**config.mk**
```make
export PLATFORM = sky130hd
export DESIGN_NAME = edf_arbiter
export DESIGN_NICKNAME = d
export VERILOG_FILES = /design/src/rtl/edf_ic_pkg.sv /design/src/rtl/edf_dl_cmp.sv /design/src/rtl/edf_arbiter.sv
export SDC_FILE = /design/constraint.sdc
export NUM_CORES = 1
export LEC_CHECK = 0
export CAP_MARGIN = 40
export CORE_ASPECT_RATIO = 0.5
export CORE_MARGIN = 2
export CORE_UTILIZATION = 45
export CTS_CLUSTER_DIAMETER = 50
export CTS_CLUSTER_SIZE = 12
export DETAILED_ROUTE_END_ITERATION = 10
export PLACE_DENSITY = 0.91
export RECOVER_POWER = 50
export SETUP_SLACK_MARGIN = 0.2
export SYNTH_ARGS = -nofsm -noshare
export SYNTH_HDL_FRONTEND = slang
export SYNTH_SLANG_ARGS = --single-unit
```
**constraint.sdc**
```tcl
create_clock -name clk_i -period 13.3 [get_ports clk_i]
set_input_delay 3.325 -clock clk_i [delete_from_list [all_inputs] [get_ports clk_i]]
set_output_delay 3.325 -clock clk_i [all_outputs]
set_load 0.03 [all_outputs]
```
**src/rtl/edf_ic_pkg.sv**
```systemverilog
// Shared types for the EDF interrupt arbiter: FSM state encoding and default timestamp width.
package edf_ic_pkg;

   localparam int unsigned DefTsWidth = 64;

   typedef enum logic [1:0] {
      ST_IDLE,
      ST_SCAN,
      ST_PRESENT,
      ST_CLAIM
   } edf_arb_state_e;

endpackage

```
**src/rtl/edf_dl_cmp.sv**
```systemverilog
// Combinational "a earlier than b" on free-running timestamps; zero latency, no flow control.
module edf_dl_cmp #(
   parameter int unsigned W = 64
) (
   input  logic [W-1:0] a_i,
   input  logic [W-1:0] b_i,
   output logic         earlier_o
);

   logic [W-1:0] diff;

   // Sign of the modular difference tolerates a wrapping time base.
   assign diff      = a_i - b_i;
   assign earlier_o = diff[W-1];

endmodule

```
**src/rtl/edf_arbiter.sv**
```systemverilog
// Earliest-deadline-first pick over NrIrqs pending sources; valid NrIrqs+1 cycles after pending seen in IDLE.
// Selection held stable under valid/ready backpressure, then a one-cycle claim pulse clears the winner.
module edf_arbiter
   import edf_ic_pkg::*;
#(
   parameter  int unsigned NrIrqs  = 4,
   parameter  int unsigned TsWidth = DefTsWidth,
   localparam int unsigned IdWidth = $clog2(NrIrqs)
) (
   input  logic                      clk_i,
   input  logic                      rst_i,
   input  logic                      en_i,
   input  logic [TsWidth-1:0]        mtime_i,
   input  logic [NrIrqs-1:0]         ip_i,
   input  logic [NrIrqs*TsWidth-1:0] dl_i,
   output logic [IdWidth-1:0]        irq_id_o,
   output logic [TsWidth-1:0]        irq_dl_o,
   output logic                      irq_late_o,
   output logic                      irq_valid_o,
   input  logic                      irq_ready_i,
   output logic                      claim_o,
   output logic [IdWidth-1:0]        claim_id_o
);

   edf_arb_state_e     state_q;
   logic [IdWidth-1:0] scan_idx_q;
   logic               best_vld_q, best_vld_d;
   logic [IdWidth-1:0] best_id_q, best_id_d;
   logic [TsWidth-1:0] best_dl_q, best_dl_d;

   logic               irq_valid_q, irq_late_q, claim_q;
   logic [IdWidth-1:0] irq_id_q, claim_id_q;
   logic [TsWidth-1:0] irq_dl_q;

   logic [TsWidth-1:0] dl_arr [NrIrqs];
   logic [TsWidth-1:0] cand_dl;
   logic               cand_earlier, late_d, scan_last;

   for (genvar g = 0; g < NrIrqs; g++) begin : g_dl
      assign dl_arr[g] = dl_i[g*TsWidth +: TsWidth];
   end

   assign cand_dl   = dl_arr[scan_idx_q];
   assign scan_last = (scan_idx_q == IdWidth'(NrIrqs - 1));

   edf_dl_cmp #(.W(TsWidth)) u_cmp_scan (
      .a_i       (cand_dl),
      .b_i       (best_dl_q),
      .earlier_o (cand_earlier)
   );

   // Lateness is judged on the post-update best so the last scanned source counts.
   edf_dl_cmp #(.W(TsWidth)) u_cmp_late (
      .a_i       (best_dl_d),
      .b_i       (mtime_i),
      .earlier_o (late_d)
   );

   // Strict "earlier" keeps the lower ID on ties since IDs are scanned ascending.
   always_comb begin
      best_vld_d = best_vld_q;
      best_id_d  = best_id_q;
      best_dl_d  = best_dl_q;
      if (ip_i[scan_idx_q] && (!best_vld_q || cand_earlier)) begin
         best_vld_d = 1'b1;
         best_id_d  = scan_idx_q;
         best_dl_d  = cand_dl;
      end
   end

   always_ff @(posedge clk_i) begin
      if (rst_i) begin
         state_q     <= ST_IDLE;
         scan_idx_q  <= '0;
         best_vld_q  <= 1'b0;
         best_id_q   <= '0;
         best_dl_q   <= '0;
         irq_valid_q <= 1'b0;
         irq_id_q    <= '0;
         irq_dl_q    <= '0;
         irq_late_q  <= 1'b0;
         claim_q     <= 1'b0;
         claim_id_q  <= '0;
      end else begin
         case (state_q)
            ST_IDLE: begin
               if (en_i && |ip_i) begin
                  state_q    <= ST_SCAN;
                  scan_idx_q <= '0;
                  best_vld_q <= 1'b0;
               end
            end
            ST_SCAN: begin
               if (!en_i) begin
                  state_q <= ST_IDLE;
               end else begin
                  best_vld_q <= best_vld_d;
                  best_id_q  <= best_id_d;
                  best_dl_q  <= best_dl_d;
                  if (!scan_last) begin
                     scan_idx_q <= scan_idx_q + IdWidth'(1);
                  end else if (best_vld_d) begin
                     state_q     <= ST_PRESENT;
                     irq_valid_q <= 1'b1;
                     irq_id_q    <= best_id_d;
                     irq_dl_q    <= best_dl_d;
                     irq_late_q  <= late_d;
                  end else begin
                     state_q <= ST_IDLE;
                  end
               end
            end
            ST_PRESENT: begin
               if (irq_ready_i) begin
                  state_q     <= ST_CLAIM;
                  irq_valid_q <= 1'b0;
                  claim_q     <= 1'b1;
                  claim_id_q  <= irq_id_q;
               end
            end
            ST_CLAIM: begin
               claim_q <= 1'b0;
               state_q <= ST_IDLE;
            end
            default: begin
               state_q <= ST_IDLE;
            end
         endcase
      end
   end

   assign irq_valid_o = irq_valid_q;
   assign irq_id_o    = irq_id_q;
   assign irq_dl_o    = irq_dl_q;
   assign irq_late_o  = irq_late_q;
   assign claim_o     = claim_q;
   assign claim_id_o  = claim_id_q;

endmodule

```
Yosys cells after proc, flatten, opt, wreduce, memory -nomap -nowiden
Cells that the tools add are included.
{"block": "word_totals", "register_bits": 142, "in_bits": 328, "out_inout_bits": 71}
{"block": "classes", "add_sub_neg": 3, "magnitude_cmp": 2, "eq_ne": 11, "mux": 28, "bitwise_logic": 1, "n_reduce_logical": 17}
{"operator": "64-bit two-way mux", "n": 3}
{"operator": "64-bit binary-select mux with 2-bit select", "n": 1}
{"operator": "64-bit subtractor", "n": 2}
{"operator": "2-bit two-way mux", "n": 9}
{"operator": "2-bit inequality test, second input constant", "n": 6}
{"operator": "1-bit two-way mux", "n": 9}
{"operator": "2-bit case mux with 4 select lines", "n": 1}
{"operator": "4-bit AND reduction", "n": 2}
{"operator": "2-bit == test, second input constant", "n": 3}
{"operator": "1-bit case mux with 2 select lines", "n": 3}
{"operator": "2-bit AND reduction", "n": 3}
{"operator": "3-bit AND reduction", "n": 2}
{"operator": "2-bit nonzero test", "n": 3}
{"operator": "5-bit AND reduction", "n": 1}
{"operator": "2-bit case mux with 2 select lines", "n": 1}
{"operator": "4-bit OR reduction", "n": 1}
{"operator": "3-bit >= comparator, second input constant", "n": 1}
{"operator": "2-bit by 3-bit < comparator with 1-bit output, second input constant", "n": 1}
{"operator": "3-bit inequality test, second input constant", "n": 1}
{"operator": "2-bit NOT with 3-bit output", "n": 1}
{"operator": "2-bit by 1-bit adder with 2-bit output, second input constant", "n": 1}
{"operator": "1-bit binary-select mux with 2-bit select", "n": 1}
{"operator": "2-bit by 1-bit == test with 1-bit output, second input constant", "n": 1}
{"operator": "1-bit logical AND", "n": 2}
{"operator": "other kinds (3)", "n": 3}

Longest topological paths before layout
Gate-level depths: netlist (run 1).
{"block": "depth", "word_depth": 12, "depth_mapped": 27, "depth_no_buf": 22}

Hierarchy
Synthesis (run 1) repeated with hierarchy kept, for this count alone.
{"block": "hier_totals", "cells_unflattened": 1216, "hier_area_um2": 10756.6}
{"mod": "edf_arbiter", "n_inst": 1, "cells_each": 774, "area_each_um2": 7616.1, "seq_area_each_um2": 2842.7}
{"mod": "edf_dl_cmp", "n_inst": 2, "cells_each": 221, "area_each_um2": 1570.3, "seq_area_each_um2": 0.0}

Worst setup path before layout (run 1)
OpenSTA, ideal clock, no wires.
{"block": "synth_timing", "path_kind": "input -> register", "startpoint": "input dl_i[238]", "endpoint": "register irq_late_q (netlist: irq_late_o)", "setup_ns": 0.079, "arrival_time_ns": 7.874, "t_required_ns": 13.221, "setup_slack_ns": 5.347, "stages": 24, "cell_sequence": "mux4_2 ha_1 nand4_1 or2_2 or3_1 a31oi_1 or3_4 o211a_1 buf_6 clkbuf_1 nor2_1 a21oi_1 inv_1 ha_1 a21oi_1 nor2_1 a2111oi_0 o21ai_0 a31oi_1 o21ai_0 a211oi_1 o41ai_2 xnor2_1 a211oi_2"}
{"block": "synth_via", "elab_chain_len": 8, "elab_cells_between_ends": 10, "classes_between": "add/sub (2); mux (5); reduce/logical (3)"}
{"element": "start, declared", "line": "edf_arbiter.sv:15", "text": "input logic [NrIrqs*TsWidth-1:0] dl_i,"}
{"element": "64-bit binary-select mux with 2-bit select", "line": "edf_arbiter.sv:43", "text": "assign cand_dl = dl_arr[scan_idx_q];"}
{"element": "64-bit two-way mux (not written as such) (2 in series)", "line": "edf_arbiter.sv:43"}
{"element": "64-bit subtractor", "line": "edf_dl_cmp.sv:13", "text": "assign diff = a_i - b_i;"}
{"element": "1-bit logical OR", "line": "edf_arbiter.sv:64", "text": "if (ip_i[scan_idx_q] && (!best_vld_q || cand_earlier)) begin"}
{"element": "1-bit logical AND", "line": "edf_arbiter.sv:64"}
{"element": "64-bit two-way mux", "line": "edf_arbiter.sv:64"}
{"element": "net best_dl_d[48]", "line": "edf_arbiter.sv:29", "text": "logic [TsWidth-1:0] best_dl_q, best_dl_d;"}
{"element": "64-bit subtractor", "line": "edf_dl_cmp.sv:13"}
{"element": "end signal, assigned", "line": "edf_arbiter.sv:107", "text": "irq_late_q <= late_d;"}
{"element": "end, declared", "line": "edf_arbiter.sv:31", "text": "logic irq_valid_q, irq_late_q, claim_q;"}
The timed path passes the listed nets, and every way through them passes these cells. The select of a mux whose other input is x is not followed.
A chain may end at the register's enable or synchronous reset.

Final worst setup path (run 1)
{"block": "layout_timing", "startpoint": "input dl_i[46]", "endpoint": "register irq_late_q (netlist: irq_late_o)"}
The elaborated chain is that of the path after synthesis.

==> results by group, run 1 <==
Synthesis
  – Synth area leaders: dfxtp_1 (27%), ha_1 (15%), mux4_2 (14%)
  – Library cell with the largest summed area after synthesis: dfxtp_1
  – Register area share after synthesis: 0.2726
  – Number of synthesized flops with an enable pin: 0
  – Ys async rst share: 0
  – Yosys cell types: 54
  – #FFs+latches synth: ~140
  – Synth top area share: 0.2726
  – Post-Syn Instances: 1238
  – Cell area after synthesis: roughly 10000 sq um
  – Most frequent cells after synthesis: nor2_1 (222), inv_1 (191), dfxtp_1 (142)
  – Top-count cell post-synth: nor2_1
  – Avg Cell Area, Syn: 8.423 sq um
  – Synth Warn #: 0
  – Dominant synthesized flop cell: dfxtp_1
  – Syn_nets: around 1700

Critical path
  – Slowest stage cell, crit path: o211a_1
  – Setup crit start kind: input port
  – Cell depth of the worst setup path: 24
  – R2r setup slk: between 3 and 4 ns
  – Max incr delay on CP: approximately 1.6 ns
  – Worst r2r src: scan_idx_q[0]
  – Arr. time, crit path: ~11 ns
  – Crit-path leading delay family: compound AO/OA/AOI/OAI gates
  – Critical path cell sequence: dlygate4sd3_1, mux4_2, ha_1, nand4_1, nor4_1, nand4_1, o22ai_1, or3_1, o211a_1, buf_4, nor2_1, a21oi_1, inv_1, ha_1, nand2_1, nor2_1, a211oi_1, o21ai_0, o21ai_0, nand4_1, a211oi_1, o41ai_2, xnor2_1, a211oi_2
  – Most common cell on crit path: nand4_1
  – R2R cell count: 24
  – CP Data Required Time: approximately 13 ns
  – Worst setup startpoint: dl_i[46]
  – Buf/Inv on CP: 3
  – FF-to-FF End: irq_late_o
  – Crit path kind: in -> reg
  – CP max FO: 71
  – CP Capture Type: flop

Die
  – Row count: 39
  – Core box area: roughly 23000 sq um
  – Die Y: ~110 microns
  – Chip Width: ~220 microns
  – Ports: around 400
  – Die area: 24480 sq um
  – Initial Utilization: 0.4576

CTS
  – Clock transition at the registers of the reported paths: ~0.060 ns
  – Clock sinks: roughly 140
  – Setup bufs post-CTS: 0
  – TritonCTS clock tree: yes
  – Num CTS Buffers: 17
  – H-tree depth: 4
  – Post-CTS Hold Buffers: 0
  – Clock Path Buffers: 2
  – Clk_lat worst skew: between 0.4 and 0.5 ns
  – Root Driver: clkbuf_16
  – Post-CTS sizing: 0

Final layout
  – Fin nets: 2040
  – Fin util: 0.6677
  – Final cell count without fillers: approximately 1900
  – Ant. Diodes: 0
  – Fillcell total: roughly 1800
  – Fraction of layout cells with a size suffix above 1: 0.07067
  – Synth-to-Final Area Change: 45.92%
  – Finished Cell Area: between 15000 and 20000 sq um

Timing
  – Fmax: 89.00 MHz
  – Worst slew margin: -1.274
  – Tcrit/Tclk final: 0.8448
  – Worst-Margin Slew: roughly 3.4 ns
  – Final setup skew: 0.01394 ns
  – Final Max Tran Viols: around 220
  – RSZ-0062 raised after global routing: false
  – Fin crit period: 11.24 ns
  – Setup Total Neg Slack: 0 ns
  – Final hold violations: 0
  – Setup violators final: 0

Worst hold path
  – Hold depth: 2
  – Worst min-delay path category: reg -> reg
  – Worst hold start: irq_dl_o[52]
  – Worst Hold Path EP: irq_dl_o[52]

Power and ir drop
  – Leakage: approximately 0.0063 uW
  – Pwr/cell area: about 90 nW/um^2
  – Worst IR Drop VDD: roughly 74 uV
  – Pwr Total: 1341 uW

Detailed routing
  – DRT Pass-1 Iters: 5
  – Wirelength, routed: about 35000 microns
  – Residual DRC: 0
  – DR iter-0 viols: between 600 and 700
  – DR vias/cell: about 5.4
  – Antenna Nets Post-Route: 0
  – Wire per inst: approximately 18 microns
  – Via Count: 10363

Global route
  – Initial antenna violation count: 0
  – Vias in the first global route: 10310
  – Largest net degree at the start of global routing: 78
  – Grt ovf: 0
  – Total Routing Usage GR: 0.2829
  – First-pass GRT wire length: roughly 54000 microns

Outcome
  – Failing checks: max-capacitance violations, max-slew violations
  – Run status: finished with violations

Place
  – Routability cong.: around 0.87
  – DP HPWL: approximately 28000 microns
  – Port bufs: around 400
  – Inst Count DP: between 1500 and 2000
  – Placed Area: ~15000 sq um

Job
  – Maxcap violations: 3
[cells by family (layout without fill, tap and decap cells)]
| kind of cell | count (synthesis) | count (layout) | synth area share |
|---|---|---|---|
| buffers and inverters | 268 | 629 | 0.09863 |
| AOI/OAI and AO/OA | 313 | 313 | 0.1979 |
| muxes | 74 | 74 | 0.1494 |
| adders and majority gates | 125 | 125 | 0.1500 |
| and+or+nand+nor | 313 | 313 | 0.1290 |
| xor gates and xnor gates | 3 | 3 | 0.002520 |
| DFF | 142 | 142 | 0.2726 |
[cell type report]
cell class / instances / area, sq um / area share
well taps: 307 / 384.1 / 0.02524
clock inverters: 10 / 136.4 / 0.008963
multi-input cells: 828 / 6564 / 0.4314
flip-flops and latches: 142 / 2850 / 0.1873
clock buffers: 21 / 470.5 / 0.03092
repair buffers: 407 / 4094 / 0.2691
inverters: 191 / 716.9 / 0.04712
[tightest hold or removal path, delay by kind of cell (launching register included)]
| kind | cells | cell delay, ns |
|---|---|---|
| AOI/OAI and AO/OA | 1 | 0.05 |
| DFF | 1 | 0.31 |
| and+or+nand+nor | 1 | 0.09 |
[registers in the layout (all words and copies together) (netlist names), named ones only]
| signal | count |
|---|---|
| best_id_q | 2 |
| irq_dl_o | 64 |
| state_q | 1 |
| irq_valid_o | 1 |
| irq_id_o | 2 |
| scan_idx_q | 2 |
| best_vld_q | 1 |
| claim_o | 1 |
| irq_late_o | 1 |
| best_dl_q | 64 |
| claim_id_o | 2 |
[worst max path at each step]
stage and to:
3_3_place_gp irq_late_o, 6_report irq_late_o, 4_1_cts irq_late_o, 2_1_floorplan irq_late_o, 5_1_grt irq_late_o, 3_5_place_dp irq_late_o
[through the flow]
stage | hold slack, ns | setup WS, ns
global route | 0.5126 | 1.627
global placement | 0.4709 | 3.189
detailed placement | 0.4873 | 2.990
floorplan | 0.4596 | 5.347
finish | 0.4957 | 2.064
CTS | 0.4993 | 3.396
[routing by layer]
layer	GRT usage	vias up	part of all wire
met5	0	-	0
met4	0.07568	0	0.021
met3	0.04235	56	0.050
met2	0.4879	323	0.50
met1	0.3703	4878	0.43
li1	-	5106	-
[power by group]
group | internal [uW] | total [uW] | switching, uW
clock network | 309 | 500 | 191
logic | 203 | 392 | 189
registers | 439 | 449 | 10.6
[layout by cell type, fill, tap and decap left out, types with 4 or more instances in the layout]
cell type          n
o21ai_0           27
a21oi_1          105
mux2i_1            8
a221oi_1           5
and4_1             5
dfxtp_1          140
a211oi_1         137
nor3_1             5
mux4_2            65
nand2_1           26
and3_1             4
clkbuf_16         17
a21o_1             9
nand3_1           12
ha_1             125
nand4_1           21
inv_1            191
dlygate4sd3_1     72
clkdlybuf4s50_1  325
nor2_1           222
buf_4              5
o21a_1             5
No activity file was read; power rests on OpenSTA's default activity.
==> run 2: changes to the inputs <==
- clock period: 13.3 -> 11.4 ns (I/O delays scaled with it)
==> run 2 against run 1 <==
Against the previous run: the run still ends with max-capacitance violations, max-slew violations left; sequential cell count unchanged; wire length decreased by 1.2%; clock skew about the same; via count about the same; critical path type unchanged; largest power group unchanged; sequential power increased by 17%; worst setup slack got worse by 0.17 ns; highest routed layer is now met5; register-to-register slack got worse by 0.48 ns; first-iteration DRC count increased by 4.2%.
==> results by group, run 2 (synthesized netlist as in run 1, its figures left out) <==
CTS
  – Post-CTS Hold Buffers: 0 (unchanged)
  – TritonCTS clock tree: yes (unchanged)
  – H-tree depth: 4 (unchanged)
  – Clock transition at the registers of the reported paths: 0.06 ns (about the same)
  – Clk_lat worst skew: 0.42 ns (about the same)
  – Setup bufs post-CTS: 0 (unchanged)
  – Root Driver: clkbuf_16 (unchanged)
  – Clock Path Buffers: 2 (unchanged)
  – Post-CTS sizing: 0 (unchanged)
  – Num CTS Buffers: 17 (unchanged)
  – Clock sinks: 142 (unchanged)

Critical path
  – Max incr delay on CP: 0.80 ns (was 1.64 ns)
  – Setup crit start kind: input port (unchanged)
  – Arr. time, crit path: 9.67 ns (was 11.39 ns)
  – CP max FO: 81 (was 71)
  – Slowest stage cell, crit path: nor4_1 (was o211a_1)
  – Most common cell on crit path: nand4_1 (unchanged)
  – Crit path kind: in -> reg (unchanged)
  – Crit-path leading delay family: simple AND/OR/NAND/NOR gates (was compound AO/OA/AOI/OAI gates)
  – Critical path capture point: irq_late_o (unchanged)
  – Buf/Inv on CP: 3 (unchanged)
  – R2R cell count: 24 (unchanged)
  – CP Capture Type: flop (unchanged)
  – Worst setup startpoint: dl_i[238] (was dl_i[46])
  – FF-to-FF End: irq_late_o (unchanged)
  – Worst r2r src: scan_idx_q[0] (unchanged)
  – R2r setup slk: 3.43 ns (was 3.91 ns)
  – Cell depth of the worst setup path: 24 (unchanged)
  – CP Data Required Time: 11.56 ns (was 13.45 ns)
  – Critical path cell sequence: dlygate4sd3_1, mux4_2, ha_1, nand4_1, nor4_1, nand4_1, o22ai_1, or3_1, o211a_4, buf_4, nor2_1, a21oi_1, inv_1, ha_1, nand4_1, nor2_1, nand3_1, nor3_1, o21ai_0, nand4_1, a211oi_1, o41ai_2, xnor2_1, a211oi_2 (was dlygate4sd3_1, mux4_2, ha_1, nand4_1, nor4_1, nand4_1, o22ai_1, or3_1, o211a_1, buf_4, nor2_1, a21oi_1, inv_1, ha_1, nand2_1, nor2_1, a211oi_1, o21ai_0, o21ai_0, nand4_1, a211oi_1, o41ai_2, xnor2_1, a211oi_2)

Final layout
  – Fin nets: 2040 (unchanged)
  – Synth-to-Final Area Change: 46.14% (was 45.92%)
  – Most frequent cells in the layout: clkdlybuf4s50_1 (325), nor2_1 (222), inv_1 (191), dfxtp_1 (140), a211oi_1 (137) (unchanged)
  – Most common cell after layout, fill and taps aside: clkdlybuf4s50_1 (unchanged)
  – Fillcell total: 1770 (was 1771)
  – FF+latch area: 2850 sq um (unchanged)
  – Multi-input gate area: 6571 sq um (was 6564 sq um)
  – Fin util: 0.6687 (was 0.6677)
  – Fraction of layout cells with a size suffix above 1: 0.07188 (was 0.07067)

Power and ir drop
  – Seq pwr share: 0.332 (was 0.335)
  – Clock power frac: 0.380 (was 0.373)
  – Comb power frac: 0.288 (was 0.292)
  – Sw power: 451.8 uW (was 390.3 uW)
  – Worst IR Drop VDD: 89.21 uV (was 74.12 uV)
  – Pwr/cell area: 103.6 nW/um^2 (was 88.12 nW/um^2)
  – Pwr Total: 1579 uW (was 1341 uW)
  – Switch share: 0.2862 (was 0.2910)
  – Int Pwr: 1127 uW (was 950.6 uW)
  – Leakage: 0.006339 uW (was 0.006348 uW)

Timing
  – Fin crit period: ~9.5 ns
  – RSZ-0062 raised after global routing: false (unchanged)
  – Setup Total Neg Slack: 0 ns (unchanged)
  – Tcrit/Tclk final: 0.8340
  – Final Max Tran Viols: 147 (was 217)
  – Final hold violations: 0 (unchanged)
  – Worst-Margin Slew: 2.794 ns (was 3.411 ns)
  – Final setup skew: 0.01397 ns (was 0.01394 ns)
  – Setup violators final: 0 (unchanged)
  – Worst slew margin: -0.8625 (was -1.274)
  – Fmax: between 100 and 150 MHz

Detailed routing
  – Wirelength, routed: 34170 microns (was 34570 microns)
  – DR vias/cell: 5.421 (was 5.437)
  – DR iter-0 viols: 695 (was 667)
  – Via Count: 10354 (was 10363)
  – Wire per inst: 17.89 microns (was 18.14 microns)
  – DRT Pass-1 Iters: 5 (unchanged)
  – Antenna Nets Post-Route: 0 (unchanged)
  – Residual DRC: 0 (unchanged)

Global route
  – Met2 global-route usage: 0.4721 (was 0.4879)
  – Busiest grt layer: met2 (unchanged)
  – Grt ovf: 0 (unchanged)
  – Initial antenna violation count: 4 (was 0)
  – Total Routing Usage GR: 0.2789 (was 0.2829)
  – Vias in the first global route: 10203 (was 10310)
  – First-pass GRT wire length: 53570 microns (was 54340 microns)
  – Largest net degree at the start of global routing: 87 (was 78)
  – GRT met3 Usage: 0.04208 (was 0.04235)
  – Met1 Resource Use GR: 0.3646 (was 0.3703)

Die
  – Ports: 399 (unchanged)
  – Core box area: 22790 sq um (unchanged)
  – Row count: 39 (unchanged)
  – Initial Utilization: 0.4576 (unchanged)
  – Die Y: 111.6 microns (unchanged)
  – Die area: 24480 sq um (unchanged)
  – Chip Width: 219.3 microns (unchanged)

Outcome
  – Failing checks: max-capacitance violations, max-slew violations (unchanged)
  – Run status: finished with violations (unchanged)

Worst hold path
  – Hold depth: 2 (unchanged)
  – Worst min-delay path category: reg -> reg (unchanged)

Place
  – Routability cong.: 0.9169 (was 0.8680)
  – DP HPWL: 27310 microns (was 27650 microns)
  – Port bufs: 398 (unchanged)

Job
  – Maxcap violations: 3 (unchanged)
run 2: cell types whose count changed in the layout (fill, tap and decap cells not counted), sizes merged:
cell / previous run / this run
clkinvlp: 1 / 4
diode: 0 / 3
clkbuf: 23 / 26
clkinv: 5 / 2
inv: 192 / 191
buf: 8 / 7
run 2: area by class of cell:
cell class	instances	share of cell area
Multi-Input combinational cell	828	0.4312
Timing Repair Buffer	407	0.2671
Sequential cell	142	0.1870
Inverter	191	0.04705
Clock buffer	23	0.03334
Tap cell	307	0.02521
Clock inverter	9	0.008539
Antenna cell	3	0.0004927
run 2: worst register-to-register path, stage by stage (launching register included):
cell and delay, ns:
dfxtp_4 0.81, buf_4 0.65, mux4_2 0.67, ha_1 0.30, nand4_1 0.14, nor4_1 0.69
nand4_1 0.16, o22ai_1 0.30, or3_1 0.22, o211a_4 0.76, buf_4 0.56, nor2_1 0.12
a21oi_1 0.28, inv_1 0.08, ha_1 0.27, nand4_1 0.08, nor2_1 0.14, nand3_1 0.15
nor3_1 0.45, o21ai_0 0.21, nand4_1 0.20, a211oi_1 0.12, o41ai_2 0.09, xnor2_1 0.18
a211oi_2 0.09
run 2: stage by stage:
step	cell area, sq um	instances	hold WS, ns	setup WS (ns)
6_report	15240	1910	0.4940	1.892
5_1_grt	15230	1908	0.5133	1.484
4_1_cts	15260	1907	0.4989	2.239
3_5_place_dp	14620	1875	0.4846	1.822
3_3_place_gp	14550	1872	0.4745	1.806
2_1_floorplan	10430	1238	0.4596	3.922
run 2: power groups by stage:
stage                     Sequential [uW]  Combinational, uW  Clock, uW
after floorplan                       529                265          0
after global placement                535                432          0
after detailed placement              536                448          0
after CTS                             525                452        606
after global routing                  527                505        628
final                                 524                455        600
run 2: worst min path at each step:
stage | start | end | slack, ns
after floorplan | best_id_q[0] | best_id_q[0] | 0.46
after detailed placement | best_id_q[0] | best_id_q[0] | 0.48
after CTS | irq_dl_o[59] | irq_dl_o[59] | 0.50
after global placement | claim_id_o[1] | claim_id_o[1] | 0.47
after global routing | best_dl_q[26] | best_dl_q[26] | 0.51
final | irq_dl_o[59] | irq_dl_o[59] | 0.49
run 2: layer usage:
metal,share of wire,vias to the layer above
met5,0.00038,-
met4,0.027,2
met3,0.045,58
met2,0.49,313
met1,0.44,4875
li1,-,5106
==> run 3: changes to the inputs <==
- clock period: 11.4 -> 8.9 ns (I/O delays scaled with it)
==> run 3 against run 2 <==
Against the previous run: clock-buffer cell count shrank 5; register-to-register slack worse by 1.8 ns; design area about the same; largest cell class unchanged; the run still ends with max-capacitance violations, max-slew violations left; combinational power up 31%; critical endpoint unchanged.
==> results by group, run 3 (synthesized netlist as in run 1, its figures left out) <==
Critical path
  – Crit path kind: in -> reg (unchanged)
  – CP max FO: 54 (was 81)
  – Buf/Inv on CP: 4 (was 3)
  – Setup crit start kind: input port (unchanged)
  – Crit-path leading delay family: compound AO/OA/AOI/OAI gates (was simple AND/OR/NAND/NOR gates)
  – Slowest stage cell, crit path: o211a_4 (was nor4_1)
  – CP Capture Type: flop (unchanged)
  – CP Data Required Time: 9.05 ns (was 11.56 ns)
  – Max incr delay on CP: 0.59 ns (was 0.80 ns)
  – Arr. time, crit path: 8.54 ns (was 9.67 ns)

Detailed routing
  – Antenna Nets Post-Route: 0 (unchanged)
  – DR iter-0 viols: 826 (was 695)
  – DR vias/cell: 5.491 (was 5.421)
  – Wire per inst: 18.25 microns (was 17.89 microns)
  – Residual DRC: 0 (unchanged)
  – DRT Pass-1 Iters: 6 (was 5)
  – Via Count: 10538 (was 10354)
  – Wirelength, routed: 35020 microns (was 34170 microns)

Global route
  – Vias in the first global route: 10562 (was 10203)
  – Total Routing Usage GR: 0.2870 (was 0.2789)
  – Met1 Resource Use GR: 0.3712 (was 0.3646)
  – Grt ovf: 0 (unchanged)
  – Largest net degree at the start of global routing: 84 (was 87)
  – Busiest grt layer: met2 (unchanged)
  – First-pass GRT wire length: 55090 microns (was 53570 microns)
  – Initial antenna violation count: 0 (was 4)
  – Met2 global-route usage: 0.4734 (was 0.4721)
  – GRT met3 Usage: 0.05519 (was 0.04208)

CTS
  – Clk_lat worst skew: 0.42 ns (about the same)
  – Post-CTS Hold Buffers: 0 (unchanged)
  – Num CTS Buffers: 17 (unchanged)
  – Root Driver: clkbuf_16 (unchanged)
  – Clock Path Buffers: 2 (unchanged)
  – Clock sinks: 142 (unchanged)
  – H-tree depth: 4 (unchanged)
  – Post-CTS sizing: 0 (unchanged)
  – TritonCTS clock tree: yes (unchanged)
  – Clock transition at the registers of the reported paths: 0.06 ns (about the same)
  – Setup bufs post-CTS: 0 (unchanged)

Power and ir drop
  – Clock power frac: 0.357 (was 0.380)
  – Sw power: 595.7 uW (was 451.8 uW)
  – Seq pwr share: 0.340 (was 0.332)
  – Pwr Total: 1973 uW (was 1579 uW)
  – Leakage: 0.006348 uW (was 0.006339 uW)
  – Worst IR Drop VDD: 106.9 uV (was 89.21 uV)
  – Switch share: 0.3019 (was 0.2862)
  – Comb power frac: 0.303 (was 0.288)
  – Int Pwr: 1377 uW (was 1127 uW)
  – Pwr/cell area: 129.4 nW/um^2 (was 103.6 nW/um^2)

Die
  – Die Y: 111.6 microns (unchanged)
  – Initial Utilization: 0.4576 (unchanged)
  – Core box area: 22790 sq um (unchanged)
  – Ports: 399 (unchanged)
  – Chip Width: 219.3 microns (unchanged)
  – Die area: 24480 sq um (unchanged)
  – Row count: 39 (unchanged)

Final layout
  – Fillcell total: 1756 (was 1770)
  – Synth-to-Final Area Change: 46.18% (was 46.14%)
  – Most frequent cells in the layout: clkdlybuf4s50_1 (325), nor2_1 (222), inv_1 (191), dfxtp_1 (140), a211oi_1 (137) (unchanged)
  – Most common cell after layout, fill and taps aside: clkdlybuf4s50_1 (unchanged)
  – Fin nets: 2052 (was 2040)
  – Fin util: 0.6689 (was 0.6687)
  – Fraction of layout cells with a size suffix above 1: 0.07692 (was 0.07188)
  – Ant. Diodes: 0 (was 3)

Place
  – DP HPWL: 27960 microns (was 27310 microns)
  – Routability cong.: 0.8979 (was 0.9169)
  – Port bufs: 398 (unchanged)

Timing
  – Worst slew margin: -1.045 (was -0.8625)
  – Worst-Margin Slew: 3.067 ns (was 2.794 ns)
  – Fin crit period: about 8.4 ns
  – Final Max Tran Viols: 147 (unchanged)
  – Tcrit/Tclk final: 0.9426
  – Setup violators final: 0 (unchanged)
  – Final setup skew: 0.009167 ns (was 0.01397 ns)
  – Final hold violations: 0 (unchanged)
  – RSZ-0062 raised after global routing: false (unchanged)
  – Hold WS: 0.4949 ns (was 0.4940 ns)
  – Setup Total Neg Slack: 0 ns (unchanged)
  – Fmax: roughly 120 MHz

Worst hold path
  – Worst min-delay path category: reg -> reg (unchanged)

Outcome
  – Failing checks: max-capacitance violations, max-slew violations (unchanged)
  – Run status: finished with violations (unchanged)

Job
  – Maxcap violations: 3 (unchanged)
==> run 3: changes by cell type in the layout (fill, tap and decap cells not counted), sizes merged <==
cell / previous run / this run
clkinvlp: 4 / 6
buf: 7 / 17
bufinv: 3 / 2
clkbuf: 26 / 23
diode: 3 / 0
clkinv: 2 / 6
==> run 3: layer usage <==
layer / share of wire / vias to the layer above
met5: 0 / -
met4: 0.035 / 0
li1: - / 5126
met3: 0.067 / 91
met2: 0.48 / 410
met1: 0.42 / 4911
==> run 3: worst register-to-register path: cells and delay by family (launching register included) <==
family	cells	cell delay [ns]
mux	1	0.55
fa+ha+maj	2	0.61
compound gates	9	2.34
simple gates	8	1.49
buf+inv	5	1.18
flops	1	0.64
xor+xnor	1	0.19
==> run 3: stage by stage <==
stage                     std cells  area, sq um  setup WS, ns
final                          1919        15240        0.5106
after CTS                      1919        15290        0.7526
after floorplan                1238        10430         2.047
after global routing           1919        15240        0.1616
after detailed placement       1887        14710        0.3338
after global placement         1884        14640        0.4585
==> run 3: worst paths after layout <==
| path | from | to | slack, ns | depth (start not counted) |
|---|---|---|---|---|
| min reg2reg | irq_dl_o[59] | irq_dl_o[59] | 0.49 | 2 |
| min | irq_dl_o[59] | irq_dl_o[59] | 0.49 | 2 |
| max reg2reg | scan_idx_q[0] | irq_late_o | 1.65 | 26 |
| max | dl_i[46] | irq_late_o | 0.51 | 25 |
==> run 3: final cells by class <==
cell class                 count  area (sq um)  share of cell area
tap                          307         384.1             0.02520
sequential                   142          2850              0.1870
clock buffer                  18         429.2             0.02815
timing repair buffer         419          4145              0.2719
multi-input combinational    828          6571              0.4311
clock inverter                14         146.4            0.009604
inverter                     191         716.9             0.04703
==> run 3: power by group through the flow <==
stage	registers, uW	clock network [uW]	logic, uW
after detailed placement	685	0	589
after global placement	688	0	560
final	671	704	598
after floorplan	678	0	339
after CTS	671	713	595
after global routing	674	745	660
==> variant: new RTL, settings of run 3 <==
The 4 states of `edf_arb_state_e` get a Gray code encoding in 2 bits.
--- a/src/rtl/edf_ic_pkg.sv
+++ b/src/rtl/edf_ic_pkg.sv
@@ -5,8 +5,8 @@
 
    typedef enum logic [1:0] {
-      ST_IDLE,
-      ST_SCAN,
-      ST_PRESENT,
-      ST_CLAIM
+      ST_IDLE    = 2'b00,
+      ST_SCAN    = 2'b01,
+      ST_PRESENT = 2'b11,
+      ST_CLAIM   = 2'b10
    } edf_arb_state_e;
 
Formal check against the unedited RTL: no difference found for any inputs over 4 cycles, from zero or initial values and one cycle with rst_i high; so few cycles prove little.
==> variant against run 3 <==
- the flow still finishes with violations (max-capacitance violations, max-slew violations)
- total power about the same
- setup slack got worse by 23 ps
- final area increased by 5.2%
- wire length increased by 3.9%
- first-iteration DRC count decreased by 11%
- area after synthesis increased by 7.5%
- sequential cell count unchanged
- die area increased by 7.3%
- cell count increased by 1.2%
- critical path type unchanged
- largest cell class unchanged
- largest power group unchanged
- highest routed layer unchanged
==> variant: results (changes against run 3) <==
outcome: "finished with violations"
violations: "max-capacitance violations, max-slew violations"
period_minus_slack_ps: 8410  # +23.3 ps
nNonClkInverters: 192  # +0.52%
grt_pass1_vias: 10500  # -0.62%
synth_cells: 1226  # -0.97%
gr-usage-all-layers: 0.275  # -0.0120
crit_slowest_cell: "nor4_1"
clkSinkCount: 142  # unchanged
cp_max_fo: 14  # -74%
synthTopCellsByArea: "dfxtp_1, ha_1, mux4_2, a211oi_2, nor2_1"
critPathKind: "in2reg"
drive_gt1_frac: 0.187  # +0.110
diodes: 1  # +1
grt_pass1_wl_um: 56300  # +2.2%
first_pass_iters: 6  # unchanged
r2r-end: "irq_late_o"
vias_per_cell: 5.40  # -1.7%
num-multi-input-gates: 819  # -1.1%
drtIter0Drc: 738  # -11%
drt_wl_total_um: 36400  # +3.9%
place_hpwl_um: 29200  # +4.3%
finalMaxSlewViolations: 112  # -24%
fin_cells: 1942  # +1.2%
sh_seq_area: 0.178  # -0.00926
peakVddDrop_mv: 0.150  # +40%
routabilityCongestion: 0.921  # +2.6%
clock_buffers: 18  # unchanged
clk_pin_slew_ps: 60  # about the same
synth_cell_types: 50  # -7.4%
ff_latch_area_um2: 2850  # unchanged
synth_commonest_cells: "nor2_1, inv_1, dfxtp_1"
syn-num-nets: 1679  # -0.71%
buffer_area_frac: 0.261  # -0.0107
cts.root.buffer_cell: "clkbuf_16"
synthToLayoutAreaGrowth_pct: 43.1
leakage_nw: 6.60  # +4.0%
clock_skew_ps: 14.4  # +5.22 ps
port_buffers: 398  # unchanged
fin_nets: 2045  # -0.34%
multi_input_comb_area_um2: 7280  # +11%
n_all_buffers: 420  # +0.24%
area_share_clock_buf_inv: 0.0357  # -0.00203
slowest_delay_ps: 580
maxCapViolCount: 2  # -1
grt_max_degree: 74  # -12%
placed_area_um2: 15500  # +5.4%
hold_class: "reg2reg"
post-place-ws_ps: -57.1  # -391 ps
nFillCells: 1860  # +5.9%
slew_headroom: -2.33  # -1.29
crit_start: "dl_i[132]"
ys.flop_type: "dfxtp_1"
reg2reg_depth: 23  # -12%
ff2ff_setup_slack_ps: 1430  # -220 ps
yosysSeqAreaShare: 0.254  # -0.0190
[variant: how the worst min path moves through the flow]
stage / cells past startpoint / slack (ps) / startpoint / end
after floorplan: 2 / 460 / best_id_q[0] / best_id_q[0]
after global placement: 2 / 470 / irq_valid_o / irq_valid_o
after detailed placement: 2 / 480 / best_id_q[1] / best_id_q[1]
after CTS: 2 / 500 / best_id_q[1] / best_id_q[1]
after global routing: 2 / 510 / best_id_q[1] / best_id_q[1]
final: 2 / 490 / best_id_q[1] / best_id_q[1]
[variant: cell families (layout without fill, tap and decap cells)]
group,count (synthesis),in the layout,synth area share
simple gates,312,312,0.124
other cells,0,1,0
buf+inv,266,644,0.0951
mux,74,74,0.139
xor+xnor,4,4,0.00313
fa+ha+maj,125,125,0.140
flops,142,142,0.254
compound gates,303,304,0.246
[variant: metal layers]
metal,part of all wire,GRT usage
met1,0.43,0.357
met2,0.50,0.483
met3,0.046,0.0385
met4,0.024,0.0754
met5,0,0
[variant: through the flow]
stage	TNS, ps	hold WS, ps
after detailed placement	-57.1	483
final	0	491
after CTS	0	497
after floorplan	0	463
after global placement	0	468
after global routing	0	510
[variant: worst max-delay path: cells and delay by family]
| kind | cells | cell delay (ps) |
|---|---|---|
| fa+ha+maj | 2 | 610 |
| xor+xnor | 2 | 330 |
| buf+inv | 2 | 490 |
| compound gates | 15 | 3560 |
| simple gates | 2 | 890 |
| mux | 1 | 500 |
[variant: power breakdown]
part           internal (W)  switching [W]
logic              0.000307       0.000287
registers          0.000653      0.0000145
clock network      0.000413       0.000300
[variant: repair_timing]
| item | CTS | global route |
|---|---|---|
| gates resized for setup | 0 | 4 |
| hold buffers | 0 | 0 |
| setup endpoints to repair | 0 | 1 |
| setup buffers | 0 | 3 |
